## config.mk

```make
export PLATFORM = sky130hd
export DESIGN_NAME = full_adder_seq
export DESIGN_NICKNAME = d
export VERILOG_FILES = /design/src/rtl/full_adder_pkg.sv /design/src/rtl/full_adder_bit.sv /design/src/rtl/full_adder_seq.sv
export SDC_FILE = /design/constraint.sdc
export NUM_CORES = 1
export LEC_CHECK = 0
export ABC_AREA = 1
export BUFFER_PORTS_ARGS = -buffer_cell sky130_fd_sc_hd__buf_4
export CAP_MARGIN = 0
export CORE_AREA = 2 2 39 41
export DETAILED_ROUTE_END_ITERATION = 10
export DIE_AREA = 0 0 41 43
export GPL_ROUTABILITY_DRIVEN = 1
export PLACE_DENSITY = 0.38
export RECOVER_POWER = 50
export SETUP_SLACK_MARGIN = 0.05
export SYNTH_ARGS = -nofsm -noshare
export SYNTH_HDL_FRONTEND = slang
export SYNTH_SLANG_ARGS = --single-unit
```

## constraint.sdc

```tcl
create_clock -name clk -period 0.8 [get_ports clk]
set_input_delay 0.08 -clock clk [delete_from_list [all_inputs] [get_ports clk]]
set_output_delay 0.08 -clock clk [all_outputs]
set_load 0.005 [all_outputs]
```

## src/rtl/full_adder_pkg.sv

```systemverilog
// Shared definitions for the full-adder slice: default width and a
// reference {cout,sum} function usable by RTL checks and benches.
package full_adder_pkg;

  localparam int FA_DEFAULT_WIDTH = 1;
  localparam int FA_MAX_WIDTH     = 32;

  // Operands are zero-extended by the caller, so the exact result always fits.
  function automatic logic [FA_MAX_WIDTH:0] fa_ref(
    input logic [FA_MAX_WIDTH-1:0] a,
    input logic [FA_MAX_WIDTH-1:0] b,
    input logic                    cin
  );
    return {1'b0, a} + {1'b0, b} + {{FA_MAX_WIDTH{1'b0}}, cin};
  endfunction

endpackage

```

## src/rtl/full_adder_bit.sv

```systemverilog
// One-bit combinational full-adder cell, the link of the ripple chain.
module full_adder_bit (
  input  logic a,
  input  logic b,
  input  logic cin,
  output logic s,
  output logic co
);

  assign s  = a ^ b ^ cin;
  assign co = (a & b) | (a & cin) | (b & cin);

endmodule

```

## src/rtl/full_adder_seq.sv

```systemverilog
// WIDTH-bit ripple-carry adder with an optional output register stage
// (REG_OUT=1: latency 1; REG_OUT=0: purely combinational).
module full_adder_seq
  import full_adder_pkg::*;
#(
  parameter int WIDTH   = FA_DEFAULT_WIDTH,
  parameter int REG_OUT = 1
) (
  input  logic             clk,
  input  logic             reset,
  input  logic             in_valid,
  input  logic [WIDTH-1:0] a,
  input  logic [WIDTH-1:0] b,
  input  logic             cin,
  output logic [WIDTH-1:0] sum,
  output logic             cout,
  output logic             out_valid
);

  logic [WIDTH:0]   c;
  logic [WIDTH-1:0] s;

  assign c[0] = cin;

  for (genvar i = 0; i < WIDTH; i++) begin : g_chain
    full_adder_bit u_bit (
      .a  (a[i]),
      .b  (b[i]),
      .cin(c[i]),
      .s  (s[i]),
      .co (c[i+1])
    );
  end

  if (REG_OUT != 0) begin : g_reg
    localparam int RW = FA_MAX_WIDTH + 1;

    always_ff @(posedge clk) begin
      if (!reset) begin
        sum       <= '0;
        cout      <= 1'b0;
        out_valid <= 1'b0;
      end else begin
        out_valid <= in_valid;
        if (in_valid) begin
          sum  <= s;
          cout <= c[WIDTH];
        end
      end
    end

    logic [FA_MAX_WIDTH:0] ref_full;
    assign ref_full = fa_ref(FA_MAX_WIDTH'(a), FA_MAX_WIDTH'(b), cin);

    a_result: assert property (@(posedge clk) disable iff (!reset)
      out_valid |-> (RW'({cout, sum}) == $past(ref_full)));
  end else begin : g_comb
    // Clock and reset are intentionally ignored in the combinational build.
    logic ctrl_unused;
    assign ctrl_unused = clk ^ reset;

    assign sum       = s;
    assign cout      = c[WIDTH];
    assign out_valid = in_valid;
  end

endmodule

```

# == After elaboration in Yosys (flattened, before gate mapping) ==
# Cells that the tools add are included.
# op_classes
bitwise,7
# op_table
op,count
AND 1 bit,3
bitwise OR 1 bit,2
bitwise XOR 1 bit,2
# word_totals
register_bits,3
out_inout_bits,3

# == Longest topological paths before layout ==
# Gate-level depths: netlist of run 1.
# depth
word_depth,3
ltp_mapped,5

# == Cells and area by module ==
# A second synthesis of run 1 with hierarchy kept.
# hier_totals
hier_cells,16
area_unflattened_um2,125.1
# by_module_without_submodules
module,instances,cells_per_inst,area_per_inst_um2,seq_area_each_um2
full_adder_seq,1,15,105.1,60.1
full_adder_bit,1,1,20.0,0.0

# == Worst setup path after synthesis of run 1 ==
# No wires, ideal clock.
# synth_timing
path_type,input to register
start,input a
end,register sum
setup_ns,0.064
t_arrival_ns,0.769
t_required_ns,0.736
setup_slack_ns,-0.033
stages,5
path_buffers,0
path_cell_list,fa_1 -> inv_1 -> nand2_1 -> nand2_1 -> nor2_1
# synth_between
elab_chain_len,2
# synth_lines
element,line_no,text
"start, declared",full_adder_seq.sv:12,"input logic [WIDTH-1:0] a,"
bitwise XOR 1 bit (2 in series),full_adder_bit.sv:10,assign s = a ^ b ^ cin;
"end signal, assigned",full_adder_seq.sv:46,sum <= s;
"end, declared",full_adder_seq.sv:15,"output logic [WIDTH-1:0] sum,"
# No other way between the ends.
# A chain may end at the register's enable or synchronous reset.

# == Worst setup path in the final report of run 1 ==
# layout_timing
start,register cout
end,output cout
# layout_rtl
element,line_no,text
"start, declared",full_adder_seq.sv:16,"output logic cout,"
"start signal, assigned",full_adder_seq.sv:47,cout <= c[WIDTH];
# No word-level cell between the ends.

==> results of run 1 <==
repair_timing:
| action | CTS | global route |
|---|---|---|
| setup endpoints to repair | 2 | 3 |
| pin swaps | 0 | 3 |
| resized for setup | 4 | 3 |
| setup buffers | 1 | 0 |
| endpoints found under the hold margin | 0 | 0 |
logic make-up after synthesis:
kind of cell,Yosys count,synth area share [%]
adder cells (fa/ha/maj),1,16.0
AND/OR/NAND/NOR,9,27.0
flip-flops,3,48.0
buffers and inverters,3,9.00
layer usage:
layer	up-vias	part of all wire, %	wire length [um]
met5	-	0	0
met4	0	0	0
met3	0	24	69
met2	11	32	91
met1	56	44	124
li1	70	-	-
layout by cell type, fill, tap and decap left out:
| cell type | synthesis | routed |
|---|---|---|
| sky130_fd_sc_hd__nand2_1 | 5 | 5 |
| sky130_fd_sc_hd__inv_1 | 3 | 3 |
| sky130_fd_sc_hd__nor2_1 | 4 | 4 |
| sky130_fd_sc_hd__fa_1 | 1 | 1 |
| sky130_fd_sc_hd__buf_6 | 0 | 4 |
| sky130_fd_sc_hd__dfxtp_1 | 3 | 2 |
| sky130_fd_sc_hd__buf_4 | 0 | 4 |
| sky130_fd_sc_hd__clkbuf_4 | 0 | 3 |
| sky130_fd_sc_hd__dfxtp_2 | 0 | 1 |
| sky130_fd_sc_hd__clkbuf_1 | 0 | 2 |
per-stage QoR:
| stage | setup TNS, ps | hold WS [ps] | cells | instance area (um2) | power, W |
|---|---|---|---|---|---|
| 2_1_floorplan | -33.0 | 173 | 16 | 125 | 0.000193 |
| 3_3_place_gp | -295 | 287 | 40 | 205 | 0.000238 |
| 3_5_place_dp | -290 | 289 | 40 | 205 | 0.000238 |
| 4_1_cts | 0 | 42.8 | 45 | 249 | 0.000532 |
| 5_1_grt | 0 | 62.7 | 45 | 251 | 0.000553 |
| 6_report | 0 | 49.3 | 45 | 251 | 0.000512 |
power groups by stage:
stage                     clock network, W  logic (W)  registers, W
after global routing              0.000292  0.0000907      0.000170
after floorplan                          0  0.0000230      0.000170
after detailed placement                 0  0.0000690      0.000169
after global placement                   0  0.0000695      0.000168
final                             0.000265  0.0000787      0.000169
after CTS                         0.000284  0.0000792      0.000169
how the worst max path moves through the flow:
| stage | from | to | depth (start not counted) | slack (ps) |
|---|---|---|---|---|
| floorplan | a | sum | 5 | -30 |
| global placement | a | sum | 6 | -180 |
| detailed placement | a | sum | 6 | -180 |
| CTS | sum | sum | 1 | 50 |
| global route | cin | sum | 6 | 10 |
| finish | cout | cout | 1 | 50 |
state kept, by name, indices dropped and copies added (netlist names):
| name | cells |
|---|---|
| sum | 1 |
| out_valid | 1 |
| cout | 1 |
cell type report:
cell class              count  area, um2  area share, %
multi-input cells          10       53.8           21.4
inverters                   3       11.3           4.48
clock buffers               4       26.3           10.4
repair buffers              9       78.8           31.3
well taps                  16       20.0           7.96
flip-flops and latches      3       61.3           24.4
==> flow_metrics.py, run 1 <==
metrics = {
    "setup_path": {
        "timing.rr.end": "cout",
        "critical-path-slowest-cell": "sky130_fd_sc_hd__dfxtp_1",
        "path_max_fanout": 2,
        "setup.worst_path.class": "flop to primary output",
        "worstSetupStartpointType": "flop",
        "path_delay_family": "flip-flops",
        "worst-r2r-cell-count": 3,
        "crit_arrival_ps": 670,
        "critical_path.cell_chain": "buf_6",
        "path_buf_inv": 1,
        "timing.rr.start": "cout",
        "critPathCaptureType": "primary output",
        "max_stage_delay_ps": 330,
        "worstPathRequired_ps": 720,
        "setup.reg_to_reg.worst_slack_ps": 120,
    },
    "place": {
        "detailedPlace.worstSlack_ps": -185,
        "finalWeightedCongestion": 0.601,
        "dp_hpwl_um": 218,
        "numPortBuffers": 8,
    },
    "synthesis": {
        "postSynthAreaPerCell_um2": 7.82,
        "synthFlopType": "sky130_fd_sc_hd__dfxtp_1",
        "postSynthCellCount": 16,
        "synthArstFlopShare_pct": 0,
        "synth-edff-count": 0,
        "synth.ff_latch_count": 3,
        "netlist.top_cell.by_area": "sky130_fd_sc_hd__dfxtp_1",
        "synth_top_area_share_pct": 48.0,
        "yosysWarnings": 0,
        "seq_area_frac_synth_pct": 48.0,
        "synthesized_net_count": 23,
        "post_synth_main_area_contributors": "sky130_fd_sc_hd__dfxtp_1 48%, sky130_fd_sc_hd__fa_1 16%, sky130_fd_sc_hd__nand2_1 15%, sky130_fd_sc_hd__nor2_1 12%, sky130_fd_sc_hd__inv_1 9.0%",
        "synth_most_common_cell": "sky130_fd_sc_hd__nand2_1",
        "synth.distinct_cells": 5,
        "post_synth_instance_area_um2": 125,
        "ys_top_cells_by_count": "5 x sky130_fd_sc_hd__nand2_1, 4 x sky130_fd_sc_hd__nor2_1, 3 x sky130_fd_sc_hd__dfxtp_1, 3 x sky130_fd_sc_hd__inv_1, 1 x sky130_fd_sc_hd__fa_1",
    },
    "global_routing": {
        "most_used_routing_layer_in_global_routing": "met3",
        "grt.met1_usage_pct": 5.16,
        "globalRouteMet3Util_pct": 7.85,
        "global_route.overflow_total": 0,
        "grt_max_degree": 6,
        "grt_first_pass_wirelength_um": 448,
        "antenna_violations_before_repair": 0,
        "gr-usage-all-layers_pct": 4.82,
        "grt_pass1_vias": 111,
        "grt_util_met2_pct": 3.44,
    },
    "timing": {
        "finalCritPeriodShare_pct": 93.3,
        "rsz_0062_raised_after_global_routing": "yes",
        "report.final.slew_viol_count": 0,
        "timing.max_slew.rel_slack_pct": 85.7,
        "finalHoldViolations": 0,
        "fin_worst_skew_ps": 0,
        "fin_ws_ps": 53.8,
        "period_needed_ps": 746,
        "max_freq_mhz": 1340,
        "finalSetupViolCount": 0,
        "max_slew.worst_pin.slew_ps": 215,
    },
    "worst_hold_path": {
        "holdCritStartpoint": "reset",
        "end_point_of_the_worst_hold_path": "out_valid",
        "whs_path_depth": 3,
        "worst_hold_path_type": "primary input to flop",
    },
    "die": {
        "floorplan.initialDensity_pct": 9.04,
        "rows": 14,
        "height_of_the_die_um": 43,
        "design.die.area_um2": 1760,
        "core_um2": 1380,
        "ioPinCount": 9,
        "floorplan.die.width_um": 41,
    },
    "route": {
        "postRouteWirelength_um": 285,
        "detailedRoute.firstPassIterationCount": 1,
        "drt_drc_violations_left": 0,
        "drtIter0Drc": 0,
        "drt-wirelength-per-cell_um": 6.33,
        "dr_total_vias": 137,
        "post_drt_via_cell_ratio": 3.04,
        "antenna_left": 0,
    },
    "power_and_ir_drop": {
        "cellLeakagePower_nw": 0.132,
        "power_density_nw_per_um2": 2040,
        "intPower_w": 0.000400,
        "net_sw_share_pct": 22.0,
        "peakVddDrop_v": 0.000397,
        "total_switching_power_w": 0.000113,
        "share_seq_of_total_power_pct": 33.0,
        "pwr-share-clk_pct": 51.6,
        "comb_power_share_pct": 15.4,
    },
    "cts": {
        "htreeDepth": 1,
        "cts-root-to-sink-buffers": 2,
        "cts_hold_buffers": 0,
        "clkLatencyLatePin_ps": 230,
        "clock_sink_count": 3,
        "cts_buffers": 3,
        "cts_tree": "yes",
        "cts.clk_slew.worst_paths_ps": 40,
        "cts_root_buf": "sky130_fd_sc_hd__clkbuf_4",
    },
    "final_layout": {
        "proportion_of_layout_cells_with_a_drive_suffix_above_1_pct": 41.4,
        "finish.net_count": 37,
        "insertedDiodeCount": 0,
        "num-fill-cells": 166,
        "area_growth_pct": 101,
        "utilization_pct": 18.2,
    },
    "outcome": {
        "outcome": "finished, final reports clean",
    },
    "run": {
        "cap_violations": 0,
    },
}
Note: power is estimated with default switching activity, not from simulation.
==> inputs of run 2 (changes only) <==
Settings changed: ABC_AREA 1 to not set.
==> run 2 against run 1 <==
First-iteration DRC count grew 4; critical path depth unchanged; clock skew stayed put; clock-buffer cell count unchanged; area after synthesis shrank 4.0%; clock power hardly changed; critical endpoint unchanged; die area is the same; critical path type unchanged; via count fell by 18%; worst hold slack gained 57 ps; global-route usage shrank 0.096 points.
==> flow_metrics.py, run 2 <==
metrics = {
    "timing": {
        "max_freq_mhz": 1360,
        "finalCritPeriodShare_pct": 91.8,
        "max_slew.worst_pin.slew_ps": 129,
        "fin_ws_ps": 65.4,
        "finalHoldViolations": 0,
        "timing.max_slew.rel_slack_pct": 91.2,
        "fin_worst_skew_ps": 0,
        "finalSetupViolCount": 0,
        "setup-tns-final_ps": 0,
        "report.final.slew_viol_count": 0,
        "holdWs_ps": 107,
        "period_needed_ps": 735,
        "rsz_0062_raised_after_global_routing": "yes",
    },
    "route": {
        "dr_total_vias": 113,
        "post_drt_via_cell_ratio": 3.05,
        "drt_drc_violations_left": 0,
        "drt-wirelength-per-cell_um": 7.70,
        "drtIter0Drc": 4,
        "postRouteWirelength_um": 285,
        "detailedRoute.firstPassIterationCount": 2,
        "antenna_left": 0,
    },
    "place": {
        "numPortBuffers": 8,
        "detailedPlace.worstSlack_ps": -179,
        "finalWeightedCongestion": 0.582,
    },
    "synthesis": {
        "postSynthAreaPerCell_um2": 13.3,
        "synthFlopType": "sky130_fd_sc_hd__dfxtp_1",
        "yosysWarnings": 0,
        "synth_most_common_cell": "sky130_fd_sc_hd__dfxtp_1",
        "synth_compound_area_share_pct": 0,
        "synth.distinct_cells": 5,
        "synth_top_area_share_pct": 50.0,
        "post_synth_instance_area_um2": 120,
        "seq_area_frac_synth_pct": 50.0,
        "ys_top_cells_by_count": "3 x sky130_fd_sc_hd__dfxtp_1, 2 x sky130_fd_sc_hd__mux2i_1, 2 x sky130_fd_sc_hd__nor2b_1",
        "netlist.top_cell.by_area": "sky130_fd_sc_hd__dfxtp_1",
        "synthSimpleGateAreaFrac_pct": 16.7,
        "synth.area.mux_share_pct": 16.7,
        "synth.ff_latch_count": 3,
        "post_synth_main_area_contributors": "sky130_fd_sc_hd__dfxtp_1 50%, sky130_fd_sc_hd__fa_1 17%, sky130_fd_sc_hd__mux2i_1 17%, sky130_fd_sc_hd__nor2b_1 10%, sky130_fd_sc_hd__and2_2 6.3%",
        "post_synth_fa_ha_maj_area_fraction_pct": 16.7,
        "synthArstFlopShare_pct": 0,
        "synth-edff-count": 0,
        "postSynthCellCount": 9,
        "synth_top_family_by_area": "simple AND/OR/NAND/NOR gates",
        "synthesized_net_count": 16,
        "synthXorXnorAreaFrac_pct": 0,
    },
    "setup_path": {
        "cp.depth": 1,
        "worstPathRequired_ps": 720,
        "worst-r2r-cell-count": 2,
        "crit_arrival_ps": 650,
        "critical_path.cell_chain": "buf_6",
        "crit_start": "cout",
        "path_buf_inv": 1,
        "critPathCaptureType": "primary output",
        "max_stage_delay_ps": 320,
        "path_delay_family": "flip-flops",
        "setup.reg_to_reg.worst_slack_ps": 190,
        "setup.worst_path.class": "flop to primary output",
        "path_max_fanout": 2,
        "critical_path.endpoint": "cout",
        "timing.rr.start": "sum",
        "timing.rr.end": "sum",
        "critical-path-slowest-cell": "sky130_fd_sc_hd__dfxtp_2",
        "worstSetupStartpointType": "flop",
    },
    "die": {
        "height_of_the_die_um": 43,
        "ioPinCount": 9,
        "floorplan.initialDensity_pct": 8.68,
        "core_um2": 1380,
        "floorplan.die.width_um": 41,
        "design.die.area_um2": 1760,
        "rows": 14,
    },
    "power_and_ir_drop": {
        "cellLeakagePower_nw": 0.106,
        "peakVddDrop_v": 0.000872,
        "power_density_nw_per_um2": 2100,
        "total_power_w": 0.000504,
    },
    "cts": {
        "post-cts-setup-buffers": 0,
        "clock_sink_count": 3,
        "cts.clk_slew.worst_paths_ps": 40,
        "cts_hold_buffers": 0,
        "htreeDepth": 1,
        "cts_buffers": 3,
        "cts_tree": "yes",
        "cts_root_buf": "sky130_fd_sc_hd__clkbuf_4",
        "cts-root-to-sink-buffers": 2,
        "clkLatencyLatePin_ps": 230,
    },
    "worst_hold_path": {
        "worst_hold_path_type": "primary input to flop",
    },
    "final_layout": {
        "mostFrequentLayoutCell": "sky130_fd_sc_hd__buf_6",
        "utilization_pct": 17.4,
        "biggest_registers_after_layout": "cout x1, out_valid x1, sum x1",
        "proportion_of_layout_cells_with_a_drive_suffix_above_1_pct": 61.9,
        "finish.net_count": 29,
        "insertedDiodeCount": 0,
        "area_growth_pct": 100,
        "layout.cells.most_common_list": "4 x sky130_fd_sc_hd__buf_6, 3 x sky130_fd_sc_hd__clkbuf_4, 3 x sky130_fd_sc_hd__buf_4",
    },
    "global_routing": {
        "grt_max_degree": 4,
        "grt_first_pass_wirelength_um": 469,
        "gr-usage-all-layers_pct": 4.73,
        "grt_pass1_vias": 113,
        "global_route.overflow_total": 0,
        "antenna_violations_before_repair": 0,
    },
    "outcome": {
        "outcome": "finished, final reports clean",
    },
    "run": {
        "cap_violations": 0,
    },
}
run 2: changes by cell type after synthesis:
| cell | delta |
|---|---|
| sky130_fd_sc_hd__inv_1 | -3 |
| sky130_fd_sc_hd__nand2_1 | -5 |
| sky130_fd_sc_hd__mux2i_1 | +2 |
| sky130_fd_sc_hd__and2_2 | +1 |
| sky130_fd_sc_hd__nor2b_1 | +2 |
| sky130_fd_sc_hd__nor2_1 | -4 |
run 2: timing repair:
action	4_1_cts	5_1_grt
endpoints found under the hold margin	0	0
pin swaps	0	1
endpoints found under the setup margin	2	4
gates resized for setup	4	3
run 2: how the worst min path moves through the flow:
stage | start | to | slack, ps | depth (start not counted)
final | in_valid | out_valid | 110 | 2
after global placement | reset | cout | 310 | 2
after detailed placement | reset | cout | 320 | 2
after global routing | in_valid | out_valid | 110 | 2
after floorplan | reset | cout | 210 | 1
after CTS | reset | cout | 80 | 2
run 2: report_power, final:
part | total (W) | internal (W) | switching, W
Clock | 0.000263 | 0.000187 | 0.0000762
Sequential | 0.000171 | 0.000163 | 0.00000737
Combinational | 0.0000703 | 0.0000485 | 0.0000218
run 2: area by class of cell:
| class | instances | area (um2) |
|---|---|---|
| Multi-Input combinational cell | 6 | 60.1 |
| Sequential cell | 3 | 62.6 |
| Clock buffer | 4 | 26.3 |
| Tap cell | 16 | 20.0 |
| Timing Repair Buffer | 8 | 71.3 |
| Fill cell | 152 | 1140 |
run 2: cell families (layout without fill, tap and decap cells):
group | after synthesis | after routing
DFF | 3 | 3
adders and majority gates | 1 | 1
muxes | 2 | 2
buffers and inverters | 0 | 12
and+or+nand+nor | 3 | 3
run 2: through the flow:
step | std cells | area [um2]
5_1_grt | 37 | 240
3_3_place_gp | 33 | 203
4_1_cts | 37 | 239
3_5_place_dp | 33 | 203
2_1_floorplan | 9 | 123
6_report | 37 | 240
run 2: routing by layer:
| metal | wire length (um) | global-route usage [%] | up-vias |
|---|---|---|---|
| li1 | - | - | 53 |
| met1 | 137 | 4.85 | 49 |
| met2 | 85 | 4.38 | 11 |
| met3 | 63 | 6.28 | 0 |
| met4 | 0 | 4.00 | 0 |
| met5 | 0 | 0 | - |
